`config.mk`:
```
export PLATFORM = sky130hd
export DESIGN_NAME = tick_sched_flat
export DESIGN_NICKNAME = d
export VERILOG_FILES = /design/src/rtl/tick_sched_pkg.sv /design/src/rtl/tick_sched_if.sv /design/src/rtl/tick_div_chan.sv /design/src/rtl/tick_sched.sv /design/src/flat_wrapper.sv
export SDC_FILE = /design/constraint.sdc
export NUM_CORES = 1
export LEC_CHECK = 0
export CAP_MARGIN = 0
export CORE_ASPECT_RATIO = 1.75
export CORE_MARGIN = 8
export CORE_UTILIZATION = 60
export DETAILED_ROUTE_END_ITERATION = 7
export GPL_TIMING_DRIVEN = 0
export PLACE_DENSITY_LB_ADDON = 0.2
export RECOVER_POWER = 100
export SYNTH_ARGS = -nofsm -noshare
export SYNTH_HDL_FRONTEND = slang
export SYNTH_SLANG_ARGS = --single-unit
```
`constraint.sdc`:
```
create_clock -name mclk -period 6.59 [get_ports mclk]
set_input_delay 1.318 -clock mclk [delete_from_list [all_inputs] [get_ports mclk]]
set_output_delay 1.318 -clock mclk [all_outputs]
set_load 0.02 [all_outputs]
```
`src/rtl/tick_sched_pkg.sv`:
```
`default_nettype none
// ============================================================================
// Module   : tick_sched_pkg
// Purpose  : Shared constants and types for the tick scheduler.
// Revision : 1.0
// ============================================================================
package tick_sched_pkg;

    localparam int DIV_W  = 20;
    localparam int NUM_CH = 3;

    localparam int CH_PIXEL = 0;
    localparam int CH_SCAN  = 1;
    localparam int CH_GAME  = 2;

    localparam logic [DIV_W-1:0] DEF_DIV_PIXEL = 20'd4;
    localparam logic [DIV_W-1:0] DEF_DIV_SCAN  = 20'd262144;
    localparam logic [DIV_W-1:0] DEF_DIV_GAME  = 20'd833334;

    typedef enum logic [1:0] {
        ST_RUN   = 2'd0,
        ST_PAUSE = 2'd1,
        ST_STEP  = 2'd2
    } game_state_t;

    function automatic logic [DIV_W-1:0] default_div(input int ch);
        case (ch)
            CH_PIXEL: default_div = DEF_DIV_PIXEL;
            CH_SCAN:  default_div = DEF_DIV_SCAN;
            default:  default_div = DEF_DIV_GAME;
        endcase
    endfunction

endpackage
`default_nettype wire

```
`src/rtl/tick_sched_if.sv`:
```
`default_nettype none
// ============================================================================
// Module   : tick_sched_if
// Purpose  : Divisor-update handshake between a configuring master and the scheduler.
// Revision : 1.0
// ============================================================================
interface tick_sched_if;
    import tick_sched_pkg::*;

    logic             cfg_valid;
    logic [1:0]       cfg_sel;
    logic [DIV_W-1:0] cfg_div;
    logic             cfg_ready;

    modport master (output cfg_valid, cfg_sel, cfg_div, input cfg_ready);
    modport slave  (input cfg_valid, cfg_sel, cfg_div, output cfg_ready);

endinterface
`default_nettype wire

```
`src/rtl/tick_div_chan.sv`:
```
`default_nettype none
// ============================================================================
// Module   : tick_div_chan
// Purpose  : One counter/divisor channel producing a registered tick pulse.
// Revision : 1.0
// ============================================================================
module tick_div_chan
    import tick_sched_pkg::*;
#(
    parameter logic [DIV_W-1:0] RST_DIV = 20'd4
) (
    input  wire logic             mclk,
    input  wire logic             clr_n,
    input  wire logic             en,
    input  wire logic             fire,
    input  wire logic             load,
    input  wire logic [DIV_W-1:0] load_div,
    output logic                  load_ack,
    output logic                  tick
);

    localparam logic [DIV_W-1:0] C_ONE = {{(DIV_W-1){1'b0}}, 1'b1};

    logic [DIV_W-1:0] r_cnt;
    logic [DIV_W-1:0] r_div;
    logic             w_wrap;

    assign w_wrap   = en && (r_cnt == (r_div - C_ONE));
    // A disabled channel has no wrap to wait for, so it takes the new divisor at once.
    assign load_ack = load && (w_wrap || !en);

    always_ff @(posedge mclk or negedge clr_n) begin
        if (!clr_n) begin
            r_cnt <= '0;
            r_div <= RST_DIV;
            tick  <= 1'b0;
        end else begin
            tick <= fire || w_wrap;
            if (fire || w_wrap) begin
                r_cnt <= '0;
            end else if (en) begin
                r_cnt <= r_cnt + C_ONE;
            end
            if (load_ack) begin
                r_div <= load_div;
            end
        end
    end

endmodule
`default_nettype wire

```
`src/rtl/tick_sched.sv`:
```
`default_nettype none
// ============================================================================
// Module   : tick_sched
// Purpose  : Three clock-enable dividers with a run/pause/step game-tick channel.
// Revision : 1.0
// ============================================================================
module tick_sched
    import tick_sched_pkg::*;
(
    input  wire logic   mclk,
    input  wire logic   clr_n,
    input  wire logic   run,
    input  wire logic   step,
    tick_sched_if.slave cfg,
    output logic [2:0]  tick,
    output logic        paused,
    output logic        cfg_err
);

    game_state_t r_state;
    game_state_t w_state_nxt;
    logic        w_fire;

    logic [NUM_CH-1:0] w_en;
    logic [NUM_CH-1:0] w_load;
    logic [NUM_CH-1:0] w_load_ack;

    logic             r_pend_valid;
    logic             r_pend_done;
    logic [1:0]       r_pend_sel;
    logic [DIV_W-1:0] r_pend_div;
    logic             r_cfg_err;
    logic             w_accept;
    logic             w_bad;

    always_ff @(posedge mclk or negedge clr_n) begin
        if (!clr_n) begin
            r_state <= ST_RUN;
        end else begin
            r_state <= w_state_nxt;
        end
    end

    always_comb begin
        w_state_nxt = r_state;
        w_fire      = 1'b0;
        case (r_state)
            ST_RUN: begin
                if (!run) w_state_nxt = ST_PAUSE;
            end
            ST_PAUSE: begin
                if (run) begin
                    w_state_nxt = ST_RUN;
                end else if (step) begin
                    w_state_nxt = ST_STEP;
                    w_fire      = 1'b1;
                end
            end
            ST_STEP: w_state_nxt = ST_PAUSE;
            default: w_state_nxt = ST_RUN;
        endcase
    end

    // Gating on run as well stops the game tick on the very cycle run drops.
    assign w_en[CH_PIXEL] = 1'b1;
    assign w_en[CH_SCAN]  = 1'b1;
    assign w_en[CH_GAME]  = (r_state == ST_RUN) && run;

    assign w_accept = cfg.cfg_valid && !r_pend_valid;
    assign w_bad    = (cfg.cfg_sel == 2'd3) || (cfg.cfg_div == '0);

    // The slot lingers one cycle after the apply so ready reopens the cycle after the wrap.
    always_ff @(posedge mclk or negedge clr_n) begin
        if (!clr_n) begin
            r_pend_valid <= 1'b0;
            r_pend_done  <= 1'b0;
            r_pend_sel   <= 2'd0;
            r_pend_div   <= '0;
            r_cfg_err    <= 1'b0;
        end else begin
            if (r_pend_done) begin
                r_pend_valid <= 1'b0;
                r_pend_done  <= 1'b0;
            end else if (|w_load_ack) begin
                r_pend_done  <= 1'b1;
            end else if (w_accept && !w_bad) begin
                r_pend_valid <= 1'b1;
                r_pend_sel   <= cfg.cfg_sel;
                r_pend_div   <= cfg.cfg_div;
            end
            if (w_accept && w_bad) begin
                r_cfg_err <= 1'b1;
            end
        end
    end

    generate
        for (genvar i = 0; i < NUM_CH; i++) begin : g_chan
            assign w_load[i] = r_pend_valid && !r_pend_done && (r_pend_sel == 2'(i));

            tick_div_chan #(
                .RST_DIV (default_div(i))
            ) u_chan (
                .mclk     (mclk),
                .clr_n    (clr_n),
                .en       (w_en[i]),
                .fire     ((i == CH_GAME) ? w_fire : 1'b0),
                .load     (w_load[i]),
                .load_div (r_pend_div),
                .load_ack (w_load_ack[i]),
                .tick     (tick[i])
            );
        end
    endgenerate

    assign cfg.cfg_ready = !r_pend_valid;
    assign paused        = (r_state != ST_RUN);
    assign cfg_err       = r_cfg_err;

endmodule
`default_nettype wire

```
`src/flat_wrapper.sv`:
```
// flat-port wrapper written by rule: the top's interface ports become plain ports
module tick_sched_flat import tick_sched_pkg::*;
  (mclk, clr_n, run, step, tick, paused, cfg_err, cfg_cfg_valid, cfg_cfg_sel, cfg_cfg_div, cfg_cfg_ready);
  tick_sched_if cfg_i ();
  input  wire logic mclk;
  input  wire logic clr_n;
  input  wire logic run;
  input  wire logic step;
  output logic [2:0] tick;
  output logic paused;
  output logic cfg_err;
  input wire logic [$bits(cfg_i.cfg_valid)-1:0] cfg_cfg_valid;
  input wire logic [$bits(cfg_i.cfg_sel)-1:0] cfg_cfg_sel;
  input wire logic [$bits(cfg_i.cfg_div)-1:0] cfg_cfg_div;
  output wire logic [$bits(cfg_i.cfg_ready)-1:0] cfg_cfg_ready;
  assign cfg_i.cfg_valid = cfg_cfg_valid;
  assign cfg_i.cfg_sel = cfg_cfg_sel;
  assign cfg_i.cfg_div = cfg_cfg_div;
  assign cfg_cfg_ready = cfg_i.cfg_ready;
  tick_sched u_core (.mclk(mclk), .clr_n(clr_n), .run(run), .step(step), .cfg(cfg_i), .tick(tick), .paused(paused), .cfg_err(cfg_err));
endmodule
```
# --- Yosys cells after proc, flatten, opt, wreduce, memory -nomap -nowiden ---
# Index checks and enable logic that the tools add are counted.
totals:
  wordCells: 79
  regBits: 150
op_classes:
  n_reduce_logical: 29
  n_mux: 16
  eq_ne: 11
  addsub: 6
  n_bitwise: 2
op_table:
  columns: ["op", "n"]
  rows:
  - ["$mux 20", 4]
  - ["$add 20x1->20 const B", 3]
  - ["$eq 20x20->1", 3]
  - ["$sub 20x1->20 const B", 3]
  - ["$logic_not 20->1", 1]
  - ["$logic_and 1x1->1", 12]
  - ["$mux 1", 8]
  - ["$eq 2x2->1 const B", 3]
  - ["$mux 2", 3]
  - ["$pmux 2 s3", 1]
  - ["$reduce_bool 2->1", 3]
  - ["$eq 2x1->1 const B", 2]
  - ["$logic_not 1->1", 4]
  - ["$logic_not 2->1", 2]
  - ["$reduce_and 2->1", 2]
  - ["$logic_or 1x1->1", 3]
  - ["$ne 3x3->1 const B", 1]
  - ["$reduce_and 3->1", 1]
  - ["$reduce_or 3->1", 1]
  - ["$ne 2x1->1 const B", 1]
  - ["$ne 2x2->1 const B", 1]
  - ["$not 1->1", 2]

# --- Logic depth before layout (Yosys ltp) ---
# Gate-level depths: netlist of run 1.
logic_depth:
  depth_word: 8
  ltp_mapped: 14

# --- By module ---
# From an unflattened synthesis of run 1, not the netlist that was laid out.
unflattened:
  cells_unflattened: 1100
  hier_area_um2: 10005.8
modules_own_cells:
  columns: ["module", "area_each_um2", "n_inst", "cells_per_inst", "seq_area_each_um2"]
  rows:
  - ["tick_div_chan (u_core.g_chan[0].u_chan ...)", 2914.0, 2, 339, 1027.2]
  - ["tick_div_chan (u_core.g_chan[2].u_chan)", 2927.8, 1, 339, 1041.0]
  - ["tick_sched", 1249.9, 1, 83, 675.6]

# --- Worst setup path after synthesis of run 1 ---
# No wires, ideal clock.
synth_path:
  kind: "register -> register"
  from: "register u_core.g_chan[1].u_chan.r_div[5]"
  to: "register u_core.g_chan[1].u_chan.r_div[10]"
  synth_period_minus_slack_ns: 3.293
  setup_slack_ns: 3.297
  arrival_ns: 3.168
  setup_time_ns: 0.125
  stages_incl_launch_ff: 11
  t_required_ns: 6.465
  cell_sequence: "dfrtp_1 or4_1 or4b_1 buf_2 or4_4 mux2_1 mux2i_1 o22ai_1 nand3_2 buf_6 mux2_4"
synth_via:
  elab_chain_len: 3
synth_rtl:
  columns: ["item", "line", "source"]
  rows:
  - ["start, declared", "tick_div_chan.sv:25", "logic [DIV_W-1:0] r_div;"]
  - ["start signal, assigned", "tick_div_chan.sv:45", "r_div <= load_div;"]
  - ["$sub 20x1->20", "tick_div_chan.sv:28", "assign w_wrap = en && (r_cnt == (r_div - C_ONE));"]
  - ["$eq 20x20->1", "tick_div_chan.sv:28", null]
  - ["$logic_and 1x1->1", "tick_div_chan.sv:30", "assign load_ack = load && (w_wrap || !en);"]
# No other way between the ends.
# A chain may end at the register's enable or synchronous reset.

# --- Final worst setup path of run 1 ---
layout_path:
  from: "register u_core.g_chan[2].u_chan.r_div[0]"
  to: "register u_core.g_chan[2].u_chan.r_cnt[16]"
layout_via:
  elab_chain_len: 5
  word_cells_on_any_way: 6
  classes_between: "add/sub: 1; eq/ne: 1; mux: 1; reduce/logical: 3"
layout_rtl:
  columns: ["item", "line", "source"]
  rows:
  - ["start, declared", "tick_div_chan.sv:25", null]
  - ["start signal, assigned", "tick_div_chan.sv:45", null]
  - ["$sub 20x1->20 *", "tick_div_chan.sv:28", null]
  - ["$eq 20x20->1 *", "tick_div_chan.sv:28", null]
  - ["$logic_and 1x1->1 *", "tick_div_chan.sv:28", null]
  - ["$logic_or 1x1->1 *", "tick_div_chan.sv:39", "if (fire || w_wrap) begin"]
  - ["$mux 20 or $reduce_bool 2->1 (tied branches)", null, null]
  - ["end signal, assigned", "tick_div_chan.sv:42", "r_cnt <= r_cnt + C_ONE;"]
  - ["end, declared", "tick_div_chan.sv:24", "logic [DIV_W-1:0] r_cnt;"]
# Every way passes the cells marked *; elsewhere a longest branch is shown, timed or not.

==> key figures, run 1 <==
Clock network
  • Clk buf depth: 2
  • Total CTS buffers: 17
  • H-tree Lvls: 4
  • Clk sink count: 150
  • CTS root buf: clkbuf_16
  • Clock Pin Slew Worst Setup and Hold Paths: 0.07 ns
  • # resized after CTS: 0
  • TritonCTS clock tree: done
  • Hold-fix buffers, CTS: 0
  • Setup bufs post-CTS: 0
  • Clock Latency Late Sink: approximately 0.4 ns

Cells and area
  • Post-layout util: 68.6%
  • Design Area, Final: 0.00950 mm2
  • Fillers: 1098
  • Fin nets: 913
  • Share of cells above drive strength 1: 13.5%
  • Final Non-Filler Cells: 1070
  • Antenna Cells: 0
  • Area used by multi-input combinational logic: 0.00435 mm2
  • Reg area: around 0.0038 mm2
  • Area growth syn-to-layout: 12.0%
  • Most common cell after layout, fill and taps aside: dfrtp_1
  • Commonest cells after routing, fill and taps aside: dfrtp_1, nor2_1, xnor2_1

Global routing
  • Initial antenna violation count: 0
  • Number of global-route vias before repair: 6738
  • First-pass GRT wire length: 33400 um
  • All-layer global routing usage: 22.7%
  • Largest net degree at the start of global routing: 108
  • GRT Residual Overflow: 0

Worst setup path
  • CP peak stage delay: approximately 0.74 ns
  • Crit path capture type: flip-flop
  • R2r setup slk: approximately 1.8 ns
  • Kind of cell adding the most delay to the critical path: simple AND/OR/NAND/NOR gates
  • Startpoint class of the critical path: flip-flop
  • Worst-path cell chain: clkbuf_1 -> inv_1 -> ha_1 -> or4b_2 -> clkbuf_1 -> nor4_1 -> xor2_1 -> and3_1 -> o211ai_1 -> nor4_1 -> a21o_1 -> clkbuf_1 -> clkbuf_1 -> nor2_1
  • CP dominant cell by count: clkbuf_1
  • Crit path DAT: roughly 5.0 ns
  • Crit path required time: between 6 and 7 ns
  • Crit path kind: flip-flop to flip-flop
  • Bufs and invs on worst path: 5
  • Worst-path fanout max: 10
  • CP max-delay cell: nor4_1

Route
  • 1st-iter DRT viols: between 200 and 300
  • Post-Route WL: 20400 um
  • Routed len/inst: 19.1 um
  • Detailed Routing Iterations Pass 1: 5
  • Vias per inst: 6.04
  • DRC Markers: 0
  • Final antenna-violating net count: 0
  • Via Count: 6459

STA
  • Clock skew: approximately 0.01 ns
  • Fmax: ~210 MHz
  • Slew Limit Fails: 44
  • Slew @ Worst Pin: 2.41 ns
  • Setup Viol. Count Final: 0
  • Part of the cycle the worst path needs: 72.2%
  • RSZ-0062 raised after global routing: no
  • Final min period: 4.76 ns
  • Hold Violations, Final: 0
  • Slew margin rel.: -61.0%
  • Min Hold Slack: 0.476 ns

Placement
  • Post-DP Area: 0.00905 mm2
  • Buffers on Ports: 32
  • Placed cells: 1038
  • GP Congestion: 0.934
  • HPWL Detailed: about 15000 um

Pwr
  • Final Power: 0.00287 W
  • Leak: 4.15 nW
  • Maximum vdd drop: roughly 0.18 mV
  • Power Dens Cells: a little over 300 mW/mm2

Yosys
  • Mean post-synth cell area: between 10 and 15 um2
  • Ys async rst share: between 90% and 100%
  • Synth Cell Area: approximately 0.0085 mm2
  • EDFF count, synth: 0
  • Post-synthesis sequential area ratio: 44.5%
  • Synth Flop Type: dfrtp_1
  • Synthesized flop and latch total: 150
  • Unique masters post-synth: 64
  • Top cell type's share of synthesized area: 40.1%
  • Largest cells by area after synthesis: dfrtp_1, mux2_2, xnor2_1
  • Synth Instances: about 830
  • Synth area leader: dfrtp_1
  • Syn. warnings: 0
  • Synth Net Count: 861

Status
  • Failing checks: capacitance limit, slew limit
  • Outcome: complete, but fails checks

Floorplan
  • Top Ports: 33
  • Initial Util: between 60% and 70%
  • Rows: 57
  • Placeable Area: 0.0138 mm2
  • Chip height: 173 um
  • Die width: 106 um
  • Die ar.: 0.0183 mm2

Worst hold path
  • Hold Path Class: flip-flop to flip-flop

Flow run
  • Max_cap viols: 1
-- stage by stage --
stage | setup TNS, ns | setup WS [ns]
2_1_floorplan | 0 | 3.30
3_3_place_gp | -193.42 | -1.44
3_5_place_dp | 0 | 2.25
4_1_cts | 0 | 2.26
5_1_grt | 0 | 1.56
6_report | 0 | 1.83
-- per-layer routing --
layer  wire length, um  global-route usage, %
met4               889                   12.1
met3               529                   3.69
met2             11300                   42.5
met5                 0                      0
met1              7690                   23.0
-- state kept, by name, summed over array words and instances, names as in the netlist --
signal	count
u_core.r_pend_sel	2
u_core.r_state	2
u_core.g_chan.u_chan.r_div	60
u_core.r_pend_done	1
u_core.cfg_err	1
u_core.r_pend_valid	1
u_core.g_chan.u_chan.tick	3
u_core.r_pend_div	20
u_core.g_chan.u_chan.r_cnt	60
-- path summary, 6_finish.rpt --
kind	from	endpoint	cells past startpoint
min in group asynchronous	clr_n	u_core.g_chan[2].u_chan.r_cnt[3]$_DFFE_PN0P_	1
setup / recovery	u_core.g_chan[2].u_chan.r_div[0]$_DFFE_PN0P_	u_core.g_chan[2].u_chan.r_cnt[16]$_DFFE_PN0P_	14
setup reg to reg	u_core.g_chan[2].u_chan.r_div[0]$_DFFE_PN0P_	u_core.g_chan[2].u_chan.r_cnt[16]$_DFFE_PN0P_	14
hold reg to reg	u_core.cfg_err$_DFFE_PN0P_	u_core.cfg_err$_DFFE_PN0P_	1
hold / removal	u_core.cfg_err$_DFFE_PN0P_	u_core.cfg_err$_DFFE_PN0P_	1
max in group asynchronous	clr_n	u_core.g_chan[2].u_chan.r_div[18]$_DFFE_PN1P_	2
-- layout make-up --
class	instances	area share [%]
timing repair buffer	33	3.60
inverter	24	0.948
tap	177	2.33
buffer	35	1.50
clock buffer	17	4.48
multi-input combinational	619	45.8
clock inverter	15	1.69
sequential	150	39.7
-- report_power, final --
part	switching, W	internal, W
clock	0.000419	0.000537
combinational	0.000274	0.000305
sequential	0.000229	0.00110
-- cell usage after synthesis, drive strengths merged (3+ instances only) --
master	instances
nor2	103
or4b	5
clkbuf	20
a31oi	5
o31ai	4
mux2	81
o21ai	17
a21oi	11
xor2	62
nor3	26
and2	7
nand2b	6
xnor2	64
buf	15
mux2i	6
and3	7
or3	8
or4	11
and4	3
o22ai	3
a21boi	3
dfstp	14
nor3b	5
ha	6
o21a	3
nor2b	10
nand2	39
inv	24
nand3b	7
o211ai	4
dfrtp	136
nand3	39
nor4	23
a21o	3
nand4	25
-- logic make-up after synthesis --
group,share of synthesized area [%]
flops,44.5
compound gates,5.83
simple gates,20.2
xor+xnor,13.0
mux,12.3
fa+ha+maj,0.886
buf+inv,3.23
Note: power is estimated with default switching activity, not from simulation.
==> run 2, diff against run 1 <==
==> constraint.sdc (replaced) <==
create_clock -name mclk -period 4.6 [get_ports mclk]
set_input_delay 0.92 -clock mclk [delete_from_list [all_inputs] [get_ports mclk]]
set_output_delay 0.92 -clock mclk [all_outputs]
set_load 0.02 [all_outputs]
==> run 2 against run 1 <==
The run still ends with capacitance limit, slew limit left; sequential power is 44% higher; critical path depth decreased by 4; combinational power grew 43%; highest routed layer unchanged.
==> key figures, run 2 (synthesis results as in run 1) <==
STA
  • Part of the cycle the worst path needs: 94.8% (+23 points)
  • Hold Violations, Final: 0 (unchanged)
  • Final min period: 4.36 ns (-0.395 ns)
  • Fmax: 229 MHz (+9.1%)
  • Slew margin rel.: -52.3% (+8.7 points)
  • Setup Viol. Count Final: 0 (unchanged)
  • Slew Limit Fails: 45 (+2.3%)
  • Setup TNS: 0 ns (unchanged)
  • Slew @ Worst Pin: 2.28 ns (-0.131 ns)
  • RSZ-0062 raised after global routing: no
  • Clock skew: 0.0106 ns (+0.000288 ns)

Placement
  • Buffers on Ports: 32 (unchanged)
  • GP Congestion: 0.934 (unchanged)
  • HPWL Detailed: 15300 um (unchanged)

Cells and area
  • Antenna Cells: 0 (unchanged)
  • Reg area: 0.00377 mm2 (unchanged)
  • Post-layout util: 68.6% (about the same)
  • Commonest cells after routing, fill and taps aside: dfrtp_1, nor2_1, xnor2_1
  • Most common cell after layout, fill and taps aside: dfrtp_1
  • Fillers: 1095 (-0.27%)
  • Share of cells above drive strength 1: 14.3% (+0.78 points)
  • Area growth syn-to-layout: 12.0% (about the same)
  • Fin nets: 913 (unchanged)
  • Top Registers: u_core.g_chan.u_chan.r_cnt x60, u_core.g_chan.u_chan.r_div x60, u_core.r_pend_div x20
  • Area used by multi-input combinational logic: 0.00435 mm2 (+0.14%)

Route
  • Vias per inst: 6.01 (-0.43%)
  • 1st-iter DRT viols: 244 (-9.0%)
  • DRC Markers: 0 (unchanged)
  • Post-Route WL: 20400 um (-0.40%)
  • Detailed Routing Iterations Pass 1: 5 (unchanged)
  • Via Count: 6431 (-0.43%)
  • Routed len/inst: 19.0 um (-0.40%)
  • Final antenna-violating net count: 0 (unchanged)

Clock network
  • Clk sink count: 150 (unchanged)
  • Hold-fix buffers, CTS: 0 (unchanged)
  • H-tree Lvls: 4 (unchanged)
  • # resized after CTS: 0 (unchanged)
  • Clk buf depth: 2 (unchanged)
  • Clock Pin Slew Worst Setup and Hold Paths: 0.07 ns (about the same)
  • Clock Latency Late Sink: 0.41 ns (about the same)
  • TritonCTS clock tree: done
  • Total CTS buffers: 17 (unchanged)
  • Setup bufs post-CTS: 0 (unchanged)
  • CTS root buf: clkbuf_16

Pwr
  • Power Dens Cells: 433 mW/mm2 (+43%)
  • Leak: 4.16 nW (+0.31%)
  • Maximum vdd drop: 0.257 mV (+43%)

Floorplan
  • Placeable Area: 0.0138 mm2 (unchanged)
  • Rows: 57 (unchanged)
  • Die ar.: 0.0183 mm2 (unchanged)
  • Chip height: 173 um (unchanged)
  • Die width: 106 um (unchanged)
  • Top Ports: 33 (unchanged)
  • Initial Util: 61.3% (unchanged)

Global routing
  • GRT Residual Overflow: 0 (unchanged)
  • Largest net degree at the start of global routing: 108 (unchanged)
  • All-layer global routing usage: 22.7% (unchanged)
  • First-pass GRT wire length: 33400 um (unchanged)
  • Initial antenna violation count: 0 (unchanged)
  • Number of global-route vias before repair: 6738 (unchanged)

Worst hold path
  • Hold Path Class: flip-flop to flip-flop

Worst setup path
  • Worst-path fanout max: 10 (unchanged)
  • Crit path required time: 4.90 ns (-1.98 ns)
  • Startpoint class of the critical path: flip-flop
  • Crit path kind: flip-flop to flip-flop
  • Crit path capture type: flip-flop
  • Crit path DAT: 4.66 ns (-0.38 ns)

Status
  • Failing checks: capacitance limit, slew limit
  • Outcome: complete, but fails checks

Flow run
  • Max_cap viols: 1 (unchanged)
[run 2: cell count changes in the layout (fill, tap and decap cells not counted), sizes merged]
cell,before,now
buf,4,8
clkbuf,50,46
[run 2: cell type report]
class	instances	area share, %
flip-flops and latches	150	39.7
multi-input cells	619	45.8
plain buffers	35	1.61
clock buffers	17	4.48
clock inverters	15	1.69
repair buffers	33	3.39
well taps	177	2.33
inverters	24	0.949
[run 2: worst paths after layout]
check | from | end | slack, ns | cells after the start
worst max-delay path | u_core.g_chan[0].u_chan.r_div[0]$_DFFE_PN0P_ | u_core.g_chan[0].u_chan.r_div[14]$_DFFE_PN0P_ | 0.24 | 10
worst min-delay path | u_core.cfg_err$_DFFE_PN0P_ | u_core.cfg_err$_DFFE_PN0P_ | 0.48 | 1
worst max register to register | u_core.g_chan[0].u_chan.r_div[0]$_DFFE_PN0P_ | u_core.g_chan[0].u_chan.r_div[14]$_DFFE_PN0P_ | 0.24 | 10
worst min register to register | u_core.cfg_err$_DFFE_PN0P_ | u_core.cfg_err$_DFFE_PN0P_ | 0.48 | 1
max in group asynchronous | clr_n | u_core.r_pend_sel[1]$_DFFE_PN0P_ | 0.88 | 2
min in group asynchronous | clr_n | u_core.g_chan[2].u_chan.r_cnt[3]$_DFFE_PN0P_ | 1.18 | 1
[run 2: through the flow]
step / instance area (um2) / instances / hold WS (ns) / power (W) / setup WS [ns]
finish: 9490 / 1070 / 0.476 / 0.00411 / 0.238
global route: 9490 / 1070 / 0.502 / 0.00429 / 0.0576
CTS: 9630 / 1070 / 0.425 / 0.00414 / 0.267
detailed placement: 9050 / 1038 / 0.472 / 0.00276 / 0.261
global placement: 9020 / 1037 / 0.456 / 0.00271 / -3.03
floorplan: 8480 / 828 / 0.483 / 0.00242 / 1.31
[run 2: routing by layer]
| metal | share of wire, % | routed length [um] | track usage (%) | vias to the layer above |
|---|---|---|---|---|
| li1 | - | - | - | 3022 |
| met1 | 37 | 7620 | 23.0 | 3221 |
| met2 | 56 | 11400 | 42.5 | 140 |
| met3 | 2.5 | 517 | 3.69 | 48 |
| met4 | 4.2 | 864 | 12.1 | 0 |
| met5 | 0 | 0 | 0 | - |
[run 2: worst max-delay path, cell delays in order, from the launching register on]
cell and delay [ns]:
dfrtp_1 0.43, inv_1 0.10, ha_1 0.28, nor4b_1 1.05, nand4_1 0.25, o31ai_1 0.56
nand4_1 0.23, a2111oi_4 0.48, and2_0 0.25, buf_2 0.26, mux2_2 0.37
[run 2: report_power, final]
part           leakage [nW]  internal, W  switching (W)
registers              1.94      0.00158       0.000330
clock network         0.283     0.000769       0.000600
logic                  1.94     0.000437       0.000393
total                  4.16      0.00279        0.00132
==> run 3, diff against run 2 <==
--- a/config.mk
+++ b/config.mk
@@ -15,4 +15,5 @@
 export RECOVER_POWER = 100
 export SYNTH_ARGS = -nofsm -noshare
 export SYNTH_HDL_FRONTEND = slang
+export SYNTH_HIERARCHICAL = 1
 export SYNTH_SLANG_ARGS = --single-unit
==> constraint.sdc (replaced) <==
create_clock -name mclk -period 4.6 [get_ports mclk]
set_input_delay 0.92 -clock mclk [delete_from_list [all_inputs] [get_ports mclk]]
set_output_delay 0.92 -clock mclk [all_outputs]
set_load 0.05 [all_outputs]
==> run 3 against run 2 <==
The run still ends with capacitance limit, slew limit left; synthesized area rose by 18%; combinational power increased by 150%; critical path depth is 2 higher; wire length up 36%; first-iteration DRC count grew to 2.9 times the previous value; sequential share of layout area down 5.8 points; final cell count increased by 30%; synthesized cell count is 33% higher; sequential cell count stayed put; count of clock-buffer cells in the layout is 3 higher; sequential power is 25% higher.
==> key figures, run 3 <==
Cells and area
  • Most common cell after layout, fill and taps aside: dfrtp_1
  • Commonest cells after routing, fill and taps aside: dfrtp_1, nand3_1, nor2_1, nand4_1, xor2_1
  • Share of cells above drive strength 1: 8.31% (-6.0 points)
  • Fin nets: 1187 (+30%)
  • Design Area, Final: 0.0111 mm2 (+17%)
  • Antenna Cells: 0 (unchanged)
  • Post-layout util: 68.0% (-0.64 points)
  • Area growth syn-to-layout: 11.2%
  • Top Registers: u_core/g_chan.u_chan/r_cnt x60, u_core/g_chan.u_chan/r_div x60, u_core/r_pend_div x20

STA
  • Slew Limit Fails: 66 (+47%)
  • Part of the cycle the worst path needs: 93.9% (-0.96 points)
  • Setup TNS: 0 ns (unchanged)
  • Slew @ Worst Pin: 3.20 ns (+0.919 ns)
  • Final worst setup slack: 0.282 ns (+0.0444 ns)
  • Clock skew: 0.0122 ns (+0.00159 ns)
  • RSZ-0062 raised after global routing: no
  • Min Hold Slack: 0.480 ns (+0.00363 ns)
  • Slew margin rel.: -114% (-61 points)
  • Setup Viol. Count Final: 0 (unchanged)
  • Hold Violations, Final: 0 (unchanged)
  • Fmax: 232 MHz (+1.0%)
  • Final min period: 4.32 ns (-0.0444 ns)

Floorplan
  • Die ar.: 0.0212 mm2 (+16%)
  • Initial Util: 61.1% (-0.14 points)
  • Rows: 62 (+8.8%)
  • Placeable Area: 0.0164 mm2 (+18%)
  • Chip height: 187 um (+7.8%)
  • Die width: 114 um (+7.3%)
  • Top Ports: 33 (unchanged)

Clock network
  • Total CTS buffers: 17 (unchanged)
  • # resized after CTS: 0 (unchanged)
  • CTS root buf: clkbuf_16
  • TritonCTS clock tree: done
  • Clock Latency Late Sink: 0.43 ns (+0.02 ns)
  • H-tree Lvls: 4 (unchanged)
  • Clk sink count: 150 (unchanged)
  • Setup bufs post-CTS: 0 (unchanged)
  • Hold-fix buffers, CTS: 0 (unchanged)
  • Clk buf depth: 2 (unchanged)
  • Clock Pin Slew Worst Setup and Hold Paths: 0.06 ns (about the same)

Global routing
  • GRT Residual Overflow: 0 (unchanged)
  • Number of global-route vias before repair: 8952 (+33%)
  • Largest net degree at the start of global routing: 86 (-20%)
  • Initial antenna violation count: 0 (unchanged)
  • First-pass GRT wire length: 45300 um (+36%)
  • All-layer global routing usage: 26.5% (+3.9 points)

Pwr
  • Maximum vdd drop: 0.419 mV (+63%)
  • Pint: 0.00338 W (+21%)
  • Net switching power: 0.00236 W (+78%)
  • Reg power frac: 41.4% (-5.1 points)
  • Combinational share of power: 35.5% (+15 points)
  • Switching share of power: 41.1% (+8.9 points)
  • Clk pwr share: 23.1% (-10 points)
  • Leak: 3.97 nW (-4.5%)
  • Power Dens Cells: 516 mW/mm2 (+19%)

Worst setup path
  • Crit path capture type: flip-flop
  • Critical Path Sink: u_core/r_pend_div[9]$_DFFE_PN0P_
  • Worst-path fanout max: 10 (unchanged)
  • Crit path DAT: 4.63 ns (-0.03 ns)
  • Kind of cell adding the most delay to the critical path: buffers and inverters
  • Crit path depth: 12 (+2)
  • CP peak stage delay: 0.57 ns (-0.48 ns)
  • Crit path required time: 4.91 ns (about the same)
  • R2R depth: 14 (+4)
  • FF-to-FF Start: u_core/g_chan[1].u_chan/r_div[0]$_DFFE_PN0P_
  • Critical Path Start: run
  • Worst-path cell chain: dlygate4sd3_1 -> inv_1 -> nor2_1 -> clkbuf_1 -> clkbuf_1 -> clkbuf_1 -> a21boi_0 -> nor3_2 -> or3b_4 -> a221oi_4 -> buf_6 -> mux2_1
  • Crit path kind: input pin to flip-flop
  • R2r setup slk: 0.39 ns (+0.15 ns)
  • CP max-delay cell: dlygate4sd3_1
  • CP dominant cell by count: clkbuf_1
  • Bufs and invs on worst path: 6 (+4)
  • Worst reg2reg endpoint: u_core/r_pend_div[9]$_DFFE_PN0P_
  • Startpoint class of the critical path: input pin

Yosys
  • Mean post-synth cell area: 9.10 um2 (-11%)
  • Ys async rst share: 100% (unchanged)
  • Synth Instances: 1100 (+33%)
  • Synth Flop Type: dfrtp_1
  • Synth Cell Area: 0.0100 mm2 (+18%)
  • Post-synthesis sequential area ratio: 37.7% (-6.8 points)
  • Largest cells by area after synthesis: dfrtp_1, xor2_1, xnor2_1
  • Syn. warnings: 6 (+6)
  • Synthesized flop and latch total: 150 (unchanged)
  • EDFF count, synth: 0 (unchanged)
  • Commonest cells post-synth: dfrtp_1, nand3_1, nand4_1
  • Top cell type's share of synthesized area: 34.0% (-6.1 points)
  • Unique masters post-synth: 60 (-6.3%)
  • Most common cell in the netlist: dfrtp_1
  • Synth area leader: dfrtp_1

Route
  • Via Count: 8921 (+39%)
  • Post-Route WL: 27700 um (+36%)
  • DRC Markers: 0 (unchanged)
  • Vias per inst: 6.41 (+6.7%)
  • Routed len/inst: 19.9 um (+4.5%)
  • Detailed Routing Iterations Pass 1: 5 (unchanged)
  • Final antenna-violating net count: 0 (unchanged)
  • 1st-iter DRT viols: 700 (+190%)

Status
  • Failing checks: capacitance limit, slew limit
  • Outcome: complete, but fails checks

Worst hold path
  • Hold Path Class: flip-flop to flip-flop

Placement
  • HPWL Detailed: 19900 um (+30%)
  • GP Congestion: 0.934 (about the same)
  • Post-DP Area: 0.0106 mm2 (+18%)
  • Buffers on Ports: 32 (unchanged)
  • Worst slack at placement: -0.0144 ns (-0.276 ns)

Flow run
  • Max_cap viols: 1 (unchanged)
-- run 3: changes by cell type after synthesis, moves of 52 or more --
cell,change
a21oi_1,+52
nand3_1,+64
nor2b_1,+56
mux2_2,-60
o211ai_1,+62
nand4_1,+56
-- run 3: how the worst min path moves through the flow --
stage	start	end	slack, ns	cells after the start
2_1_floorplan	u_core/r_pend_done$_DFF_PN0_	u_core/r_pend_done$_DFF_PN0_	0.44	1
3_3_place_gp	u_core/r_pend_done$_DFF_PN0_	u_core/r_pend_done$_DFF_PN0_	0.46	1
3_5_place_dp	u_core/cfg_err$_DFFE_PN0P_	u_core/cfg_err$_DFFE_PN0P_	0.47	1
4_1_cts	u_core/cfg_err$_DFFE_PN0P_	u_core/cfg_err$_DFFE_PN0P_	0.48	1
5_1_grt	u_core/cfg_err$_DFFE_PN0P_	u_core/cfg_err$_DFFE_PN0P_	0.50	1
6_report	u_core/r_pend_done$_DFF_PN0_	u_core/r_pend_done$_DFF_PN0_	0.48	1
-- run 3: cell families after synthesis --
family	after synthesis	share of synthesized area, %
AOI/OAI and AO/OA	200	13.7
xor gates and xnor gates	138	12.1
adders and majority gates	6	0.750
buffers and inverters	100	4.50
DFF	150	37.7
muxes	23	3.26
other	2	0.0751
and+or+nand+nor	481	27.9
-- run 3: layout make-up --
class,count,area (um2)
Multi-Input combinational cell,852,5750
Fill cell,1340,5240
Sequential cell,150,3770
Clock buffer,20,467
Buffer,89,372
Timing Repair Buffer,33,348
Tap cell,224,280
Clock inverter,12,93.8
Inverter,11,41.3
-- run 3: metrics by stage --
stage / total power [W] / instances
after floorplan: 0.00372 / 1102
after global placement: 0.00430 / 1358
after detailed placement: 0.00436 / 1359
after CTS: 0.00572 / 1391
after global routing: 0.00605 / 1391
final: 0.00574 / 1391
-- run 3: layer usage --
| layer | vias to the layer above | GRT usage (%) | wire length [um] | share of wire [%] |
|---|---|---|---|---|
| met5 | - | 0 | 0 | 0 |
| li1 | 4151 | - | - | - |
| met2 | 362 | 46.2 | 14400 | 52 |
| met3 | 118 | 4.46 | 1430 | 5.1 |
| met4 | 0 | 17.9 | 1750 | 6.3 |
| met1 | 4290 | 28.6 | 10100 | 36 |
-- run 3: power by group through the flow --
stage / sequential (W) / clock, W / combinational [W]
detailed placement: 0.00236 / 0 / 0.00201
finish: 0.00238 / 0.00133 / 0.00204
floorplan: 0.00209 / 0 / 0.00163
CTS: 0.00234 / 0.00135 / 0.00203
global placement: 0.00235 / 0 / 0.00195
global route: 0.00241 / 0.00141 / 0.00224
==> edit 1, RTL diff (flow settings as in run 1) <==
The package constant `DIV_W` goes from 20 to 22.
--- a/src/rtl/tick_sched_pkg.sv
+++ b/src/rtl/tick_sched_pkg.sv
@@ -8,3 +8,3 @@
 
-    localparam int DIV_W  = 20;
+    localparam int DIV_W  = 22;
     localparam int NUM_CH = 3;
Ports: changed (resized cfg_cfg_div); port bits go from 33 to 35. No check against the original RTL was run, so the function may have changed too.
==> edit 1 against run 1 <==
Hold slack improved by 0.67 ps; the run still ends with max-capacitance violations, max-slew violations left; routed wire length grew 11%; cell area is 10% higher; sequential cell count is 14 higher; critical path type unchanged; largest cell class unchanged; setup slack better by 330 ps; total power increased by 9.9%; critical path depth is 4 lower; synthesized area is 11% higher; largest power group unchanged; highest routed layer unchanged.
==> edit 1: results (changes against run 1) <==
[place]
dpl_worst_slack_ps = 1960  ; was 2250 ps
portBuffers = 34  ; was 32
place_hpwl_um = 16900  ; was 15300 um
gp_congestion = 0.934  ; about the same
place_inst = 1141  ; was 1038
place_area_um2 = 9990  ; was 9050 um2

[synthesis]
netlist_instances = 920  ; was 828
synthTopCellsByCount = dfrtp_1 (150), nor2_1 (106), mux2_2 (72)  ; was dfrtp_1 (136), nor2_1 (103), xnor2_1 (64)
ys_seq_area_frac = 0.439  ; was 0.445
synthTopCellsByArea = dfrtp_1 (40%), mux2_2 (8.6%), xnor2_1 (6.6%)  ; was dfrtp_1 (40%), mux2_2 (8.1%), xnor2_1 (6.6%)
yosysUniqueCellTypes = 68  ; was 64
syn_nets = 955  ; was 861

[detailed_routing]
vias = 7190  ; was 6459
drtIter0Drc = 417  ; was 268
firstDrtPassIters = 7  ; was 5
wl_per_cell_um = 19.4  ; was 19.1 um

[run_status]
status = complete, but fails checks  ; unchanged
violations = max-capacitance violations, max-slew violations  ; unchanged

[cells_and_area]
layout-drive-gt1-share = 0.134  ; was 0.135
final_net_count = 1009  ; was 913
reg_top3 = u_core.g_chan.u_chan.r_cnt: 66 flops, u_core.g_chan.u_chan.r_div: 66 flops, u_core.r_pend_div: 22 flops  ; was u_core.g_chan.u_chan.r_cnt: 60 flops, u_core.g_chan.u_chan.r_div: 60 flops, u_core.r_pend_div: 20 flops
fillers = 1240  ; was 1098
num_antenna_cells = 0  ; unchanged

[clock_tree]
clockBufferDepth = 2  ; unchanged
clkLatencyLatePin_ps = 430  ; was 410 ps

[sta]
slew_viol_final = 57  ; was 44
finClkSkew_ps = 12.9  ; was 10.3 ps
holdWs_ps = 477  ; was 476 ps
slew-limit-headroom = -1.11  ; was -0.610

[grt]
grt_max_degree = 109  ; was 108
antenna_found_initial = 0  ; unchanged
grt_pass1_wl_um = 36900  ; was 33400 um
grt_pass1_vias = 7374  ; was 6738
grtUsageTotal = 0.229  ; was 0.227

[power_and_ir_drop]
p_int_mw = 2.14  ; was 1.94 mW
ir_drop_mv = 0.168  ; was 0.180 mV
leakage_nw = 4.58  ; was 4.15 nW

[setup_path]
ff2ff_setup_slack_ps = 2160  ; was 1830 ps
worst_r2r_startpoint = u_core.g_chan[2].u_chan.r_div[5]$_DFFE_PN1P_  ; was u_core.g_chan[2].u_chan.r_div[0]$_DFFE_PN0P_
arrival_ps = 4730  ; was 5040 ps
rr_worst_depth = 10  ; was 14
r2r_end = u_core.g_chan[2].u_chan.r_div[16]$_DFFE_PN0P_  ; was u_core.g_chan[2].u_chan.r_cnt[16]$_DFFE_PN0P_

[job]
drv_cap = 1  ; unchanged

-- edit 1: cell types whose count changed in the layout (fill, tap and decap cells not counted), moves of 4 or more --
cell	delta
nand2b_1	+5
a21oi_1	+6
nor3_1	+8
dfrtp_1	+14
nand2_1	+9
nor4b_1	+6
mux2_2	+9
or3_1	+4
xnor2_1	+7
-- edit 1: area by class of cell --
| class | instances | area (um2) | area share |
|---|---|---|---|
| plain buffers | 39 | 165 | 0.0158 |
| well taps | 186 | 233 | 0.0222 |
| flip-flops and latches | 164 | 4120 | 0.393 |
| clock inverters | 14 | 189 | 0.0180 |
| clock buffers | 18 | 429 | 0.0409 |
| inverters | 23 | 86.3 | 0.00823 |
| repair buffers | 35 | 362 | 0.0345 |
| multi-input cells | 694 | 4900 | 0.467 |
-- edit 1: logic make-up after synthesis --
group,Yosys count,synth area share
simple gates,372,0.207
flops,164,0.439
xor+xnor,131,0.124
mux,98,0.124
compound gates,87,0.0664
buf+inv,62,0.0311
fa+ha+maj,6,0.00800
-- edit 1: routing by layer --
| layer | track usage | share of wire | vias to the layer above |
|---|---|---|---|
| met5 | 0 | 0 | - |
| met4 | 0.139 | 0.049 | 0 |
| met3 | 0.0343 | 0.031 | 71 |
| met2 | 0.427 | 0.55 | 185 |
| met1 | 0.232 | 0.37 | 3547 |
| li1 | - | - | 3387 |
-- edit 1: critical path: stages (launching register included) --
cell	delay [ps]
dfstp_2	360
clkbuf_1	200
nor4_1	830
nand3_1	270
nor4_1	640
mux2i_1	170
o31ai_1	340
a2111o_1	340
a21o_1	290
clkbuf_1	490
mux2_1	380
-- edit 1: power groups by stage --
stage / combinational, mW / sequential, mW / clock [mW]
after floorplan: 0.575 / 1.35 / 0
after global placement: 0.713 / 1.45 / 0
after detailed placement: 0.736 / 1.46 / 0
after CTS: 0.747 / 1.44 / 1.06
after global routing: 0.721 / 1.46 / 1.10
final: 0.661 / 1.44 / 1.05
-- edit 1: how the worst max path moves through the flow --
stage / start / to / slack (ps) / cells after the start
after floorplan: cfg_cfg_div[6] / u_core.r_pend_div[10]$_DFFE_PN0P_ / 3160 / 6
after global placement: clr_n / u_core.g_chan[0].u_chan.r_cnt[18]$_DFF_PN0_ / -2430 / 1
after detailed placement: cfg_cfg_div[0] / u_core.r_pend_div[10]$_DFFE_PN0P_ / 1960 / 8
after CTS: cfg_cfg_div[0] / u_core.r_pend_div[10]$_DFFE_PN0P_ / 2410 / 8
after global routing: u_core.g_chan[2].u_chan.r_div[5]$_DFFE_PN1P_ / u_core.g_chan[2].u_chan.r_div[16]$_DFFE_PN0P_ / 1740 / 10
final: u_core.g_chan[2].u_chan.r_div[5]$_DFFE_PN1P_ / u_core.g_chan[2].u_chan.r_div[16]$_DFFE_PN0P_ / 2160 / 10
